File: config.mk
export PLATFORM = sky130hd
export DESIGN_NAME = encrypt_frame_ctrl
export DESIGN_NICKNAME = d
export VERILOG_FILES = /design/src/rtl/encrypt_frame_ctrl.sv
export SDC_FILE = /design/constraint.sdc
export NUM_CORES = 1
export LEC_CHECK = 0
export ABC_AREA = 1
export CAP_MARGIN = 20
export CORE_ASPECT_RATIO = 1.25
export CORE_MARGIN = 2
export CORE_UTILIZATION = 45
export DETAILED_ROUTE_END_ITERATION = 8
export GPL_ROUTABILITY_DRIVEN = 0
export PLACE_DENSITY = 0.76
export SLEW_MARGIN = 20
export SYNTH_ARGS = -nofsm -noshare
export SYNTH_HDL_FRONTEND = slang
export SYNTH_SLANG_ARGS = --single-unit
File: constraint.sdc
create_clock -name clk -period 1.8 [get_ports clk]
set_input_delay 0.18 -clock clk [delete_from_list [all_inputs] [get_ports clk]]
set_output_delay 0.18 -clock clk [all_outputs]
set_load 0.02 [all_outputs]
File: src/rtl/encrypt_frame_ctrl.sv
`default_nettype none
// ============================================================================
// Module      : encrypt_frame_ctrl
// Description : Runs one image frame through the XOR pixel encryptor. Each
//               pixel byte is paired with exactly one key byte. The XOR result
//               is held in a registered valid/ready output stage. The block
//               counts pixels up to frame end, then pulses done. It also flags
//               a key stream that stops delivering bytes (key starvation).
// Revision    : 1.0  initial release
// ============================================================================
module encrypt_frame_ctrl #(
  parameter int FRAME_LEN   = 786432,
  parameter int CNT_W       = 20,
  parameter int KEY_TIMEOUT = 1024
) (
  input  logic             clk,
  input  logic             rst,
  input  logic             start,
  input  logic             abort,
  input  logic [7:0]       pix_in_data,
  input  logic             pix_in_valid,
  output logic             pix_in_ready,
  input  logic [7:0]       key_tdata,
  input  logic             key_tvalid,
  output logic             key_tready,
  output logic [7:0]       enc_data,
  output logic             enc_valid,
  input  logic             enc_ready,
  output logic             busy,
  output logic             done,
  output logic             key_err,
  output logic [CNT_W-1:0] pix_count
);

  localparam logic [1:0] S_IDLE  = 2'd0;
  localparam logic [1:0] S_RUN   = 2'd1;
  localparam logic [1:0] S_DRAIN = 2'd2;
  localparam logic [1:0] S_DONE  = 2'd3;

  // The starvation counter only has to reach KEY_TIMEOUT-1.
  localparam int             TO_W     = (KEY_TIMEOUT > 1) ? $clog2(KEY_TIMEOUT) : 1;
  localparam bit             TO_EN    = (KEY_TIMEOUT > 0);
  localparam logic [TO_W-1:0] TO_LAST = TO_W'((KEY_TIMEOUT > 0) ? KEY_TIMEOUT - 1 : 0);
  localparam logic [CNT_W-1:0] LAST_IDX = CNT_W'(FRAME_LEN - 1);
  localparam logic [CNT_W-1:0] CNT_FULL = CNT_W'(FRAME_LEN);

  logic [1:0]      state;
  logic [1:0]      state_nxt;
  logic [TO_W-1:0] to_cnt;
  logic            out_free;
  logic            fire;
  logic            last_fire;
  logic            starve;
  logic            timeout_hit;
  logic            start_ok;

  // Handshake and event terms shared by the FSM and the datapath.
  // A pixel and a key move only together. Each ready is qualified by the other
  // stream's valid, so neither byte can be consumed alone.
  always_comb begin
    out_free    = !enc_valid | enc_ready;
    fire        = pix_in_valid & key_tvalid & (state == S_RUN) & out_free;
    last_fire   = fire & (pix_count == LAST_IDX);
    starve      = pix_in_valid & !key_tvalid;
    timeout_hit = TO_EN & (state == S_RUN) & starve & (to_cnt == TO_LAST);
    start_ok    = (state == S_IDLE) & start & !abort;
  end

  // State register.
  always_ff @(posedge clk) begin
    if (!rst) state <= S_IDLE;
    else      state <= state_nxt;
  end

  // Next-state logic. Abort overrides every other transition.
  always_comb begin
    state_nxt = state;
    if (abort) begin
      state_nxt = S_IDLE;
    end else begin
      case (state)
        S_IDLE:  if (start) state_nxt = S_RUN;
        S_RUN: begin
          if (timeout_hit)    state_nxt = S_IDLE;
          else if (last_fire) state_nxt = S_DRAIN;
        end
        S_DRAIN: if (out_free) state_nxt = S_DONE;
        S_DONE:  state_nxt = S_IDLE;
        default: state_nxt = S_IDLE;
      endcase
    end
  end

  // State-decoded outputs.
  always_comb begin
    pix_in_ready = (state == S_RUN) & key_tvalid & out_free;
    key_tready   = (state == S_RUN) & pix_in_valid & out_free;
    busy         = (state == S_RUN) | (state == S_DRAIN);
    done         = (state == S_DONE);
  end

  // Output register, pixel counter and sticky starvation flag.
  // An abort drops any pending byte but keeps the count and the error flag.
  always_ff @(posedge clk) begin
    if (!rst) begin
      enc_data  <= '0;
      enc_valid <= 1'b0;
      key_err   <= 1'b0;
      pix_count <= '0;
    end else if (abort) begin
      enc_valid <= 1'b0;
    end else begin
      if (start_ok) begin
        pix_count <= '0;
        key_err   <= 1'b0;
      end
      if (fire) begin
        enc_data  <= pix_in_data ^ key_tdata;
        enc_valid <= 1'b1;
        if (pix_count != CNT_FULL) pix_count <= pix_count + 1'b1;
      end else if (timeout_hit) begin
        enc_valid <= 1'b0;
        key_err   <= 1'b1;
      end else if (enc_ready) begin
        enc_valid <= 1'b0;
      end
    end
  end

  // Key-starvation counter. It counts consecutive RUN cycles in which a pixel
  // waits with no key available, and it clears on any other cycle.
  always_ff @(posedge clk) begin
    if (!rst)
      to_cnt <= '0;
    else if (TO_EN && (state == S_RUN) && starve && !abort && !timeout_hit)
      to_cnt <= to_cnt + 1'b1;
    else
      to_cnt <= '0;
  end

endmodule
`default_nettype wire

* Word-level counts from Yosys, hierarchy flattened
Cells that the tools add are included.
** Operators by class
- Add/subtract/negate cells :: 2
- $mul :: 0
- Div/mod/pow operators :: 0
- Magnitude comparators :: 0
- Eq/ne operators :: 9
- Shifts and indexed selects :: 0
- Mux-type cells :: 14
- Bitwise gates (word level) :: 18
- Reduce and logical (&&, ||, !) cells :: 13
** Operators by type and width (count)
- $mux W20 :: 3
- $add A20 B1 Y20 const B :: 1
- $eq A20 B20 Y1 const B :: 1
- $ne A20 B20 Y1 const B :: 1
- $and A1 B1 Y1 :: 13
- $add A10 B1 Y10 const B :: 1
- $eq A10 B10 Y1 const B :: 1
- $mux W2 :: 4
- $pmux W2 S4 :: 1
- $xor A8 B8 Y8 :: 1
- $mux W1 :: 6
- $eq A2 B2 Y1 const B :: 2
- $logic_not A1 Y1 :: 4
- $ne A2 B2 Y1 const B :: 2
- $reduce_and A2 Y1 :: 2
- $logic_and A1 B1 Y1 :: 3
- $ne A3 B3 Y1 const B :: 1
- $reduce_and A3 Y1 :: 1
- $reduce_bool A3 Y1 :: 1
- $eq A2 B1 Y1 const B :: 1
- $logic_not A2 Y1 :: 1
- $not A1 Y1 :: 2
- $or A1 B1 Y1 :: 2
- $reduce_or A2 Y1 :: 1
** Storage, ports and cells
- Register bits after elaboration :: 42
- Bits in latches :: 0
- Memory bits (writable) :: 0
- Memory bits (read-only) :: 0
- Input port bits :: 23
- Output and inout port bits :: 34
- Logic and storage cells :: 62
- Memories :: 0

* Logic depth before layout (Yosys ltp)
- Word-level depth :: 7
- Depth in mapped cells :: 13
- Gate-level depth less buffers :: 13

* Worst setup path after synthesis
OpenSTA, ideal clock, no wires.
- Path type :: register to register
- From :: reg pix_count[0]
- To :: reg pix_count[14]
- Library setup time :: 0.070 ns
- Data arrival time :: 1.619 ns
- Data required time :: 1.730 ns
- Slack :: 0.111 ns
- Cell stages (with the launch flop) :: 14
- Path buffers :: 0
- Clock period less this slack :: 1.689 ns
- Path through :: dfxtp_1 > inv_1 > ha_1 > nand2_1 > inv_1 > nand3_1 > nor2_1 > nand2_1 > nand2_2 > nand2_1 > nand2_1 > inv_1 > nand2_1 > a21oi_1
** Between the ends
- Cells in the longest elaborated chain, start to end :: 3
- Elaborated cells on any way between the ends :: 4
- Those cells by class :: add/sub (1); eq/ne (1); mux (2)
** RTL lines
- from (decl) :: line 32 : output logic [CNT_W-1:0] pix_count
- from (signal assigned) :: line 120 : if (pix_count != CNT_FULL) pix_count <= pix_count + 1'b1;
- $add A20 B1 Y20 / $ne A20 B20 Y1 (equally long branches) :: line 120
- $mux W20 (*) :: line 120
- $mux W20 (*) :: line 117 : if (fire) begin
Mark *: on every way between the ends. The rest lies on a longest branch, timed or not.
A chain may end at the register's enable or synchronous reset.

==> report_table.html <==
<table>
<tr><th>Metric</th><th>Value</th></tr>
<tr><th colspan="2">GRT</th></tr>
<tr><td>Top Usage Layer GRT</td><td>met2</td></tr>
<tr><td>Overall routing resource usage</td><td>between 20% and 30%</td></tr>
<tr><td>Met2 usage</td><td>between 40% and 50%</td></tr>
<tr><td>Antenna violations before repair</td><td>0</td></tr>
<tr><td>GR Util met3</td><td>4.49%</td></tr>
<tr><td>Via count of the first global-routing pass</td><td>2,660</td></tr>
<tr><td>Wire length of the first global-routing pass</td><td>11.2 mm</td></tr>
<tr><td>Total overflow reported by the global router</td><td>0</td></tr>
<tr><td>Maximum number of pins on one net before global-route repair</td><td>15</td></tr>
<tr><td>Met1 global-route usage</td><td>24.0%</td></tr>
<tr><th colspan="2">Layout</th></tr>
<tr><td>Antenna fix cells</td><td>0</td></tr>
<tr><td>Most common cell after layout, fill and taps aside</td><td>sky130_fd_sc_hd__nand2_1</td></tr>
<tr><td>Area overhead of the layout relative to synthesis</td><td>33.4%</td></tr>
<tr><td>Share of final-layout standard cells stronger than drive strength 1</td><td>12.7%</td></tr>
<tr><td>Most frequent cells in the layout</td><td>111 x sky130_fd_sc_hd__nand2_1, 53 x sky130_fd_sc_hd__clkdlybuf4s50_1, 50 x sky130_fd_sc_hd__nor2_1</td></tr>
<tr><td>Post-layout net count</td><td>approximately 500</td></tr>
<tr><th colspan="2">CTS</th></tr>
<tr><td>Clock transition at the register clock pins on the worst setup and hold paths after CTS</td><td>0.08 ns</td></tr>
<tr><td>Max Buffers Root-to-Sink</td><td>2</td></tr>
<tr><td>H-tree levels</td><td>2</td></tr>
<tr><td>Clock buffer count from CTS</td><td>5</td></tr>
<tr><td>Post-CTS setup buffer count</td><td>0</td></tr>
<tr><td>Clock latency on the worst-skew pair</td><td>~0.30 ns</td></tr>
<tr><td>Clock Root Buffer</td><td>sky130_fd_sc_hd__clkbuf_8</td></tr>
<tr><td># clock sinks</td><td>42</td></tr>
<tr><td>CTS tree</td><td>yes</td></tr>
<tr><th colspan="2">Floorplanning</th></tr>
<tr><td>CORE AREA</td><td>5440 um2</td></tr>
<tr><td>Total die area</td><td>roughly 6300 um2</td></tr>
<tr><td>Overall die width</td><td>around 71 um</td></tr>
<tr><td>Cell Rows</td><td>30</td></tr>
<tr><td>I/O Pins</td><td>57</td></tr>
<tr><td>Initial standard-cell utilization of the core</td><td>a little under half</td></tr>
<tr><td>Chip height</td><td>88.2 um</td></tr>
<tr><th colspan="2">Setup path</th></tr>
<tr><td>Total number of cells along the worst setup path</td><td>10</td></tr>
<tr><td>Sort of element at the start of the critical path</td><td>flip-flop</td></tr>
<tr><td>Buffers plus inverters on the worst setup path</td><td>4</td></tr>
<tr><td>Start-to-end type of the worst setup path</td><td>reg2reg</td></tr>
<tr><td>CP delay by family, top</td><td>buffers and inverters</td></tr>
<tr><td>Stage delay of the slowest cell on the critical path</td><td>0.37 ns</td></tr>
<tr><td>Critical path endpoint category</td><td>flip-flop</td></tr>
<tr><td>Worst setup path end</td><td>pix_count[4]</td></tr>
<tr><td>Most prevalent standard cell on the critical path</td><td>sky130_fd_sc_hd__inv_2</td></tr>
<tr><td>Cell-by-cell trace of the critical path</td><td>inv_2 -&gt; ha_2 -&gt; nand2_2 -&gt; inv_2 -&gt; nand3_4 -&gt; clkinv_2 -&gt; buf_12 -&gt; o31ai_1 -&gt; nand2_1 -&gt; a21oi_1</td></tr>
<tr><td>R2r endpoint</td><td>pix_count[4]</td></tr>
<tr><td>Largest fanout on the critical path</td><td>11</td></tr>
<tr><td>Setup slack of the most critical reg-to-reg path</td><td>0.11 ns</td></tr>
<tr><td>Slowest-stage cell, CP</td><td>sky130_fd_sc_hd__dfxtp_1</td></tr>
<tr><td>Required time at the worst-slack endpoint</td><td>slightly above 2 ns</td></tr>
<tr><td>Data arrival, critical path</td><td>1.91 ns</td></tr>
<tr><td>Number of cells on the worst reg-to-reg path</td><td>10</td></tr>
<tr><th colspan="2">STA</th></tr>
<tr><td>Number of slew-limit violations in the final report</td><td>0</td></tr>
<tr><td>Worst slew pin tran</td><td>0.283 ns</td></tr>
<tr><td>Hold Slack</td><td>0.458 ns</td></tr>
<tr><td>Period minus WS final</td><td>1.69 ns</td></tr>
<tr><td>Total negative slack for setup checks</td><td>0 ns</td></tr>
<tr><td>Remaining max-slew budget at the tightest pin</td><td>81.1%</td></tr>
<tr><td>Hold violation count in the final report</td><td>0</td></tr>
<tr><td>Achievable clock frequency</td><td>592 MHz</td></tr>
<tr><td>Ratio of final minimum period to clock period</td><td>93.8%</td></tr>
<tr><td>Setup-failing EPs final</td><td>0</td></tr>
<tr><td>Largest clock skew in the final design</td><td>0.00542 ns</td></tr>
<tr><th colspan="2">Synth</th></tr>
<tr><td>Synth async-reset ratio</td><td>0%</td></tr>
<tr><td>Avg Cell Area, Syn</td><td>between 6 and 7 um2</td></tr>
<tr><td>Syn Inst Count</td><td>393</td></tr>
<tr><td>Most frequently used flop master after synthesis</td><td>sky130_fd_sc_hd__dfxtp_1</td></tr>
<tr><td>Post-synth EDFFs</td><td>0</td></tr>
<tr><td>Synthesized area</td><td>~2500 um2</td></tr>
<tr><td>Count of warnings emitted by yosys</td><td>0</td></tr>
<tr><td>Total nets after synthesis</td><td>424</td></tr>
<tr><td>Number of unique standard cell types used by synthesis</td><td>31</td></tr>
<tr><td>Sequential area share after synthesis</td><td>around 33%</td></tr>
<tr><td>Number of register bits inferred by synthesis</td><td>42</td></tr>
<tr><th colspan="2">Flow run</th></tr>
<tr><td>Number of maximum-capacitance constraint violations</td><td>0</td></tr>
<tr><th colspan="2">Hold path</th></tr>
<tr><td>Type of the tightest min-delay check</td><td>reg2reg</td></tr>
<tr><th colspan="2">Routing</th></tr>
<tr><td>Count of vias placed by the detailed router</td><td>~2,700</td></tr>
<tr><td>Initial detailed-routing violation count</td><td>approximately 110</td></tr>
<tr><td>Number of detailed-route iterations in the first pass</td><td>4</td></tr>
<tr><td>DRC violations left</td><td>0</td></tr>
<tr><td>Aggregate routed wire length</td><td>about 6.4 mm</td></tr>
<tr><td>Antenna Nets Post-Route</td><td>0</td></tr>
<tr><td>Average wire length per cell after detail routing</td><td>12.2 um</td></tr>
<tr><td>Routed via count divided by cell count</td><td>slightly above 5</td></tr>
<tr><th colspan="2">Place</th></tr>
<tr><td>Total of buffers placed on input and output ports</td><td>56</td></tr>
<tr><td>Hpwl dp</td><td>5.01 mm</td></tr>
<tr><th colspan="2">Power and ir drop</th></tr>
<tr><td>Overall power consumption</td><td>1.80 mW</td></tr>
<tr><td>Total power divided by cell area</td><td>around 530 nW/um2</td></tr>
<tr><td>Pleak</td><td>1.28 nW</td></tr>
<tr><td>Worst IR drop on VDD</td><td>0.000382 V</td></tr>
<tr><th colspan="2">Run status</th></tr>
<tr><td>Outcome</td><td>finished clean</td></tr>
</table>
cells by family (layout without fill, tap and decap cells):
logic type               after synthesis  count (layout)  synth area share (%)
AO/OA/AOI/OAI                         43              43                  8.88
XOR/XNOR                              17              17                  5.84
adder cells (fa/ha/maj)                8               8                  3.93
buffers and inverters                 54             126                  8.49
flip-flops                            42              42                  33.0
AND/OR/NAND/NOR                      229             229                  39.9
final cells by class:
type	count	area (um2)
clock buffers	6	82.6
clock inverters	2	12.5
fillers	518	2040
inverters	45	170
multi-input cells	297	1520
flip-flops and latches	42	845
well taps	64	80.1
repair buffers	73	697
per-stage QoR:
step	setup WS [ns]	cell area [um2]	cells	util (%)
6_report	0.111	3400	529	62.5
5_1_grt	-0.00764	3400	529	62.5
4_1_cts	0.0342	3380	529	62.0
3_5_place_dp	0.0400	3280	521	60.3
3_3_place_gp	0.0588	3280	521	60.3
2_1_floorplan	0.111	2550	393	-
worst min path at each step:
stage | startpoint | to | slack [ns] | cells after the start
6_report | to_cnt[0] | to_cnt[0] | 0.46 | 1
5_1_grt | to_cnt[0] | to_cnt[0] | 0.51 | 1
4_1_cts | to_cnt[0] | to_cnt[0] | 0.46 | 1
3_5_place_dp | to_cnt[0] | to_cnt[0] | 0.45 | 1
3_3_place_gp | to_cnt[0] | to_cnt[0] | 0.44 | 1
2_1_floorplan | pix_in_data[2] | enc_data[2] | 0.37 | 2
cells in the mapped netlist (7+ instances only):
master | count | area, um2
sky130_fd_sc_hd__o21ai_0 | 10 | 50.1
sky130_fd_sc_hd__nand4_1 | 7 | 43.8
sky130_fd_sc_hd__nor2_1 | 53 | 199
sky130_fd_sc_hd__xor2_1 | 9 | 78.8
sky130_fd_sc_hd__nand2_2 | 7 | 43.8
sky130_fd_sc_hd__xnor2_1 | 8 | 70.1
sky130_fd_sc_hd__a21oi_1 | 28 | 140
sky130_fd_sc_hd__ha_1 | 8 | 100
sky130_fd_sc_hd__inv_1 | 43 | 161
sky130_fd_sc_hd__dfxtp_1 | 42 | 841
sky130_fd_sc_hd__nand3_1 | 28 | 140
sky130_fd_sc_hd__nand2_1 | 112 | 420
registers in the layout (all words and copies together), names as in the netlist, named ones only:
signal,cells
key_err,1
to_cnt,10
pix_count,20
enc_data,8
enc_valid,1
state,1
per-layer routing:
layer,vias to the layer above,part of all wire (%)
met5,-,0
met4,0,2.4
met3,18,5.2
met2,83,50
met1,1204,42
li1,1381,-
power by group:
group          internal [mW]  total (mW)  switching [mW]
Clock                  0.309       0.656           0.347
Sequential             0.934       0.940         0.00575
Combinational          0.101       0.204           0.103
Total                   1.34        1.80           0.456
timing repair:
item	in CTS	in global routing
hold buffers	0	0
resized for setup	3	14
setup endpoints to repair	3	16
gates cloned	0	0
No activity file was read; power rests on OpenSTA's default activity.
